**config.mk**
```make
export PLATFORM = sky130hd
export DESIGN_NAME = ctrl_stall_scoreboard
export DESIGN_NICKNAME = d
export VERILOG_FILES = /design/src/rtl/ctrl_stall_scoreboard.sv
export SDC_FILE = /design/constraint.sdc
export NUM_CORES = 1
export LEC_CHECK = 0
export CAP_MARGIN = 10
export CORE_MARGIN = 3
export CORE_UTILIZATION = 35
export DETAILED_ROUTE_END_ITERATION = 12
export GPL_TIMING_DRIVEN = 0
export PLACE_DENSITY = 0.72
export SLEW_MARGIN = 20
export SYNTH_ARGS = -nofsm -noshare
export SYNTH_HDL_FRONTEND = slang
export SYNTH_SLANG_ARGS = --single-unit
```
**constraint.sdc**
```tcl
create_clock -name clk -period 2.21 [get_ports clk]
set_input_delay 0.442 -clock clk [delete_from_list [all_inputs] [get_ports clk]]
set_output_delay 0.442 -clock clk [all_outputs]
set_load 0.02 [all_outputs]
```
**src/rtl/ctrl_stall_scoreboard.sv**
```systemverilog
// Hazard-stall controller for the 5-stage pipeline: tracks E/M producer timing and the
// mult/div busy window, freezing F/D and bubbling D->E when a source cannot be forwarded.
module ctrl_stall_scoreboard #(
   parameter int MULT_CYCLES = 5,
   parameter int DIV_CYCLES  = 10
) (
   input  logic       clk,
   input  logic       reset,
   input  logic [1:0] Tuse_rs,
   input  logic [1:0] Tuse_rt,
   input  logic [4:0] SPL_rs,
   input  logic [4:0] SPL_rt,
   input  logic       GRFWE_D,
   input  logic [4:0] GRF_A3_D,
   input  logic [1:0] Tnew_D,
   input  logic       MD_start_D,
   input  logic       MD_div_D,
   input  logic       MD_use_D,
   output logic       Stall,
   output logic       Flush_E,
   output logic       MD_busy,
   output logic [1:0] Tnew_E,
   output logic [1:0] Tnew_M
);

   localparam int MAX_CYCLES = (DIV_CYCLES > MULT_CYCLES) ? DIV_CYCLES : MULT_CYCLES;
   localparam int CNT_W      = $clog2(MAX_CYCLES + 1);

   function automatic logic [1:0] sat_dec(input logic [1:0] t);
      return (t == 2'd0) ? 2'd0 : t - 2'd1;
   endfunction

   logic             e_we_q, e_we_d;
   logic [4:0]       e_a3_q, e_a3_d;
   logic [1:0]       e_tnew_q, e_tnew_d;
   logic             e_md_start_q, e_md_start_d;
   logic             e_md_div_q, e_md_div_d;
   logic             m_we_q, m_we_d;
   logic [4:0]       m_a3_q, m_a3_d;
   logic [1:0]       m_tnew_q, m_tnew_d;
   logic [CNT_W-1:0] md_cnt_q, md_cnt_d;

   logic e_hit_rs, e_hit_rt, m_hit_rs, m_hit_rt;
   logic stall_e_rs, stall_e_rt, stall_m_rs, stall_m_rt;
   logic md_busy;
   logic stall;

   // The E slot holds the youngest producer, so a match there hides any older M match.
   always_comb begin
      e_hit_rs   = (SPL_rs != 5'd0) && e_we_q && (SPL_rs == e_a3_q);
      e_hit_rt   = (SPL_rt != 5'd0) && e_we_q && (SPL_rt == e_a3_q);
      m_hit_rs   = (SPL_rs != 5'd0) && m_we_q && (SPL_rs == m_a3_q) && !e_hit_rs;
      m_hit_rt   = (SPL_rt != 5'd0) && m_we_q && (SPL_rt == m_a3_q) && !e_hit_rt;
      stall_e_rs = e_hit_rs && (e_tnew_q > Tuse_rs);
      stall_e_rt = e_hit_rt && (e_tnew_q > Tuse_rt);
      stall_m_rs = m_hit_rs && (m_tnew_q > Tuse_rs);
      stall_m_rt = m_hit_rt && (m_tnew_q > Tuse_rt);
      md_busy    = (md_cnt_q != '0) || e_md_start_q;
      stall      = stall_e_rs || stall_e_rt || stall_m_rs || stall_m_rt ||
                   (MD_use_D && md_busy);
   end

   always_comb begin
      m_we_d       = e_we_q;
      m_a3_d       = e_a3_q;
      m_tnew_d     = sat_dec(e_tnew_q);
      e_we_d       = 1'b0;
      e_a3_d       = 5'd0;
      e_tnew_d     = 2'd0;
      e_md_start_d = 1'b0;
      e_md_div_d   = 1'b0;
      md_cnt_d     = md_cnt_q;
      if (!stall) begin
         e_we_d       = GRFWE_D;
         e_a3_d       = GRF_A3_D;
         e_tnew_d     = Tnew_D;
         e_md_start_d = MD_start_D;
         e_md_div_d   = MD_div_D;
      end
      // The counter is loaded only once the operation has actually left E.
      if (e_md_start_q) begin
         md_cnt_d = e_md_div_q ? CNT_W'(DIV_CYCLES) : CNT_W'(MULT_CYCLES);
      end else if (md_cnt_q != '0) begin
         md_cnt_d = md_cnt_q - 1'b1;
      end
   end

   always_ff @(posedge clk) begin
      if (reset) begin
         e_we_q       <= 1'b0;
         e_a3_q       <= 5'd0;
         e_tnew_q     <= 2'd0;
         e_md_start_q <= 1'b0;
         e_md_div_q   <= 1'b0;
         m_we_q       <= 1'b0;
         m_a3_q       <= 5'd0;
         m_tnew_q     <= 2'd0;
         md_cnt_q     <= '0;
      end else begin
         e_we_q       <= e_we_d;
         e_a3_q       <= e_a3_d;
         e_tnew_q     <= e_tnew_d;
         e_md_start_q <= e_md_start_d;
         e_md_div_q   <= e_md_div_d;
         m_we_q       <= m_we_d;
         m_a3_q       <= m_a3_d;
         m_tnew_q     <= m_tnew_d;
         md_cnt_q     <= md_cnt_d;
      end
   end

   assign Stall   = stall;
   assign Flush_E = stall;
   assign MD_busy = md_busy;
   assign Tnew_E  = e_tnew_q;
   assign Tnew_M  = m_tnew_q;

endmodule

```
==> Word level (Yosys, flattened, before mapping) <==
Cells that the tools add are included.
{ "op_classes": {"add_sub_neg": 2, "n_mux": 3, "magnitude_cmp": 4, "reduce_logical": 29, "n_eq_ne": 4} }
{ "ops": {"columns": ["operator", "count"], "rows": [
  ["equality test 5 bit", 4],
  ["logical AND 1 bit", 15],
  ["2-to-1 mux 4 bit", 3],
  ["nonzero test 5 bit", 2],
  ["> comparator 2 bit", 4],
  ["logical OR 1 bit", 5],
  ["nonzero test 4 bit", 1],
  ["OR reduction 2 bit", 2],
  ["subtractor 4 x 1 -> 4 bit (second input constant)", 1],
  ["logical NOT 1 bit", 2],
  ["logical NOT 2 bit", 1],
  ["nonzero test 2 bit", 1],
  ["subtractor 2 x 1 -> 2 bit (second input constant)", 1]
]} }
{ "totals": {"register_bits": 22, "input_bits": 27, "wordCells": 51, "output_inout_bits": 7} }

==> Longest topological paths before layout <==
{ "logic_depth": {"word_depth": 10, "ltp_mapped": 9, "depth_no_buf": 8} }

==> Worst setup path after synthesis <==
OpenSTA, ideal clock, no wires.
{ "synth_timing": {"kind": "input to output", "start": "input port SPL_rt[1]", "end": "output port Stall", "required_time_ns": 1.768, "arrival_ns": 1.988, "slack_ns": -0.220, "cell_stages": 6, "n_path_buf": 1, "path_cell_list": "or4_1 > nor2_2 > a211oi_1 > a221o_1 > nand3b_1 > buf_4"} }
{ "synth_between": {"elab_chain_cells": 8, "elab_cells_between_ends": 15, "classes_between": "eq/ne: 2; reduce/logical: 13"} }
{ "synth_rtl": {"columns": ["element", "line_no", "rtl"], "rows": [
  ["from (decl)", "12", "input logic [4:0] SPL_rt,"],
  ["nonzero test 5 bit", "51, 53", null],
  ["logical AND 1 bit (2 in series)", "51", "e_hit_rt = (SPL_rt != 5'd0) && e_we_q && (SPL_rt == e_a3_q);"],
  ["logical AND 1 bit / logical NOT 1 bit (equally long branches)", "55, 53", null],
  ["logical OR 1 bit / logical AND 1 bit (equally long branches)", "59, 53", null],
  ["logical OR 1 bit / logical AND 1 bit (equally long branches)", "59, 57", null],
  ["logical OR 1 bit * (2 in series)", "59", "stall = stall_e_rs || stall_e_rt || stall_m_rs || stall_m_rt ||"],
  ["to (decl)", "19", "output logic Stall,"]
]} }
Every way passes the cells marked *; elsewhere a longest branch is shown, timed or not.

==> Worst setup path in the final report <==
{ "layout_timing": {"start": "register e_a3_q[2]", "end": "output port Stall"} }
{ "layout_between": {"elab_chain_cells": 8, "elab_cells_between_ends": 16, "classes_between": "eq/ne: 2; reduce/logical: 14"} }
{ "layout_rtl": {"columns": ["element", "line_no", "rtl"], "rows": [
  ["from (decl)", "34", "logic [4:0] e_a3_q, e_a3_d;"],
  ["from (signal assigned)", "91", "e_a3_q <= 5'd0;"],
  ["from (signal assigned)", "101", "e_a3_q <= e_a3_d;"],
  ["equality test 5 bit", "50", "e_hit_rs = (SPL_rs != 5'd0) && e_we_q && (SPL_rs == e_a3_q);"],
  ["logical AND 1 bit", "50", null],
  ["logical NOT 1 bit", "52", "m_hit_rs = (SPL_rs != 5'd0) && m_we_q && (SPL_rs == m_a3_q) && !e_hit_rs;"],
  ["logical AND 1 bit", "52", null],
  ["logical AND 1 bit", "56", "stall_m_rs = m_hit_rs && (m_tnew_q > Tuse_rs);"],
  ["logical OR 1 bit", "59", null],
  ["logical OR 1 bit * (2 in series)", "59", null]
]} }
Marks and branches as above.

==> metrics <==
fin crit share 115%; row cnt 21; CP endpoint kind output pin; nets 225; WL final 3130 microns; Max Clk Rate 0.392 GHz; Post-Synthesis Cells approximately 140; vias in the first global route 1,152; H-tree Lvls 1; vias 1,154; Slew Viols, Final 0; crit path max fanout 3; Worst Setup Path Type register to output pin; Avg Inst Size Synth 9.02 sq um; GRT Total Usage 15.0%; Synth Cell Area 0.00127 sq mm; die area 0.00440 sq mm; Max Buffers Root-to-Sink 2; Starting Density 37.3%; count of final setup violators 2; largest net degree at the start of global routing 12; Iteration-0 DRC Markers 20; Mapped Nets 179; Setup Skew 0.00179 ns; TritonCTS Buffers 3; total power ~0.0014 W; measured slew at the worst slew-check pin around 0.42 ns; sequential cell area 449 sq um; global-route wire length before repair 5050 microns; die height 66.3 microns; antenna viol nets, final 0; failing checks negative setup slack; FILL cells 340; peak supply drop 0.442 mV; num ports 34; CTS Hold Bufs 0; final worst slack -0.341 ns; global placement routability congestion approximately 0.85; Leak 0.745 nW; router iterations before antenna repair 5; status complete, but fails checks; Core Area 0.00342 sq mm; # DRC 0; RSZ-0062 raised after global routing true; Rel. slew slack 72.2%; Seq/Total Area, Yosys 34.6%; critical path arrival between 2 and 2.5 ns; die width 66.3 microns; FF+latch count, synth 22; YS warnings 0; min cycle time layout roughly 2.6 ns; root buffer cell clkbuf_4; distinct cell type count after synthesis 31; DR WL/cell 13.5 microns; total grt overflow 0; Reg clk slew, reported paths 0.10 ns; total of max-cap violations 0; Worst-Skew Late Latency 0.29 ns; drt via density 5.00; Final Hold Fails 0; Startpoint Class register; worst hold slack roughly 0.48 ns; number of diodes 0; layout cells sized above 1 between 20% and 30%; Worst Hold Class register to register; Worst EP required between 1.5 and 2 ns; Power Density 754 mW/mm^2; CTS tree done; CTS Sinks 22; area of the multi-input gates 836 sq um; setup slack at placement -1.27 ns; initial antenna violation count 0; HPWL Detailed 2420 microns; number of port buffers 33; Layout area overhead 42.4%
Yosys cell counts:
| cell type | number | area share (%) |
|---|---|---|
| a211oi_1 | 1 | 0.59 |
| dfxtp_1 | 22 | 35 |
| nor3b_2 | 1 | 0.98 |
| o21a_1 | 1 | 0.59 |
| inv_1 | 9 | 2.7 |
| a221o_1 | 1 | 0.79 |
| buf_2 | 2 | 0.79 |
| and3_1 | 1 | 0.49 |
| a21oi_1 | 6 | 2.4 |
| nor2_1 | 17 | 5.0 |
| o21ai_0 | 1 | 0.39 |
| a22oi_1 | 1 | 0.59 |
| a2111o_1 | 1 | 0.88 |
| o2111ai_1 | 1 | 0.69 |
| nand4_1 | 2 | 0.98 |
| nor2_2 | 1 | 0.49 |
| buf_6 | 1 | 0.88 |
| xnor2_1 | 10 | 6.9 |
| nand4b_1 | 10 | 6.9 |
| buf_4 | 1 | 0.59 |
| nor4_1 | 4 | 2.0 |
| ha_1 | 11 | 11 |
| or4_1 | 2 | 1.2 |
| nand3b_1 | 1 | 0.59 |
| clkbuf_1 | 2 | 0.59 |
| xor2_1 | 12 | 8.3 |
| nor3_1 | 3 | 1.2 |
| nor2b_1 | 8 | 3.9 |
| nand2_1 | 2 | 0.59 |
| nand3_1 | 2 | 0.79 |
| nand2b_1 | 4 | 2.0 |
flip-flops by register name, summed over array words and instances, names as in the netlist:
name          cells
e_a3_q            5
e_md_start_q      1
m_a3_q            5
md_cnt_q          4
Tnew_M            2
e_we_q            1
m_we_q            1
e_md_div_q        1
Tnew_E            2
power by group:
group / switching (W) / internal, W
clock: 0.0000998 / 0.0000633
combinational: 0.000311 / 0.000353
sequential: 0.0000696 / 0.000469
total: 0.000480 / 0.000885
metal layers:
metal	up-vias	routed length, microns	track usage, %
met3	4	177	2.04
li1	579	-	-
met5	-	0	0
met1	538	1270	16.9
met4	0	59	6.35
met2	33	1620	27.6
worst max-delay path, stage by stage (launching register included):
cell	delay, ns
dfxtp_2	0.35
xor2_1	0.16
nor4_1	0.23
and3_1	0.24
nor4_2	0.06
a221o_1	0.31
nand3b_1	0.21
buf_6	0.14
buf_6	0.12
through the flow:
stage               std cells  TNS, ns  cell area (sq um)  util [%]
CTS                       229   -0.608               1790      52.3
floorplan                 141   -0.191               1280         -
finish                    231   -0.642               1810      53.0
global placement          220    -4.59               1670      48.8
global route              231   -0.861               1810      53.0
detailed placement        220    -5.03               1670      48.8
cell usage in the layout, fill, tap and decap left out, types with 2 or more instances in the layout:
cell type         n
dfxtp_1          17
nor2_1           16
clkdlybuf4s50_1  16
xor2_1           12
xnor2_1          10
nand4b_1         10
dlygate4sd2_1    10
ha_1              9
buf_4             8
inv_1             7
nor2b_1           7
a21oi_1           6
buf_6             6
dfxtp_2           4
nand2b_1          4
buf_2             4
nor3_1            3
clkbuf_4          3
inv_2             2
nor4_1            2
nand3_1           2
nor4_2            2
nand4_1           2
clkbuf_1          2
ha_4              2
path summary, 6_finish.rpt:
| check | from | end | slack, ns | depth (start not counted) |
|---|---|---|---|---|
| max | e_a3_q[2]$_SDFF_PP0_ | Stall | -0.34 | 8 |
| min reg2reg | Tnew_E[0]$_SDFF_PP0_ | Tnew_M[0]$_SDFF_PP0_ | 0.48 | 1 |
| max reg2reg | e_a3_q[2]$_SDFF_PP0_ | e_a3_q[4]$_SDFF_PP0_ | 0.30 | 9 |
| min | Tnew_E[0]$_SDFF_PP0_ | Tnew_M[0]$_SDFF_PP0_ | 0.48 | 1 |
kinds of logic after synthesis:
logic type	Yosys count	share of synthesized area, %
flip-flops	22	34.6
AO/OA/AOI/OAI	13	6.88
adder cells (fa/ha/maj)	11	10.8
AND/OR/NAND/NOR	58	27.0
buffers and inverters	15	5.51
XOR/XNOR	22	15.1
area by class of cell:
cell class,count,share of cell area (%)
Inverter,9,1.86
Buffer,5,2.28
Clock buffer,3,1.24
Timing Repair Buffer,42,20.5
Multi-Input combinational cell,104,46.1
Sequential cell,22,24.8
Tap cell,46,3.18
what timing repair did:
| action | in CTS | in global routing |
|---|---|---|
| gates resized for setup | 60 | 3 |
| setup endpoints to repair | 3 | 2 |
| pin swaps | 17 | 5 |
| setup buffers | 7 | 2 |
No activity file was read; power rests on OpenSTA's default activity.
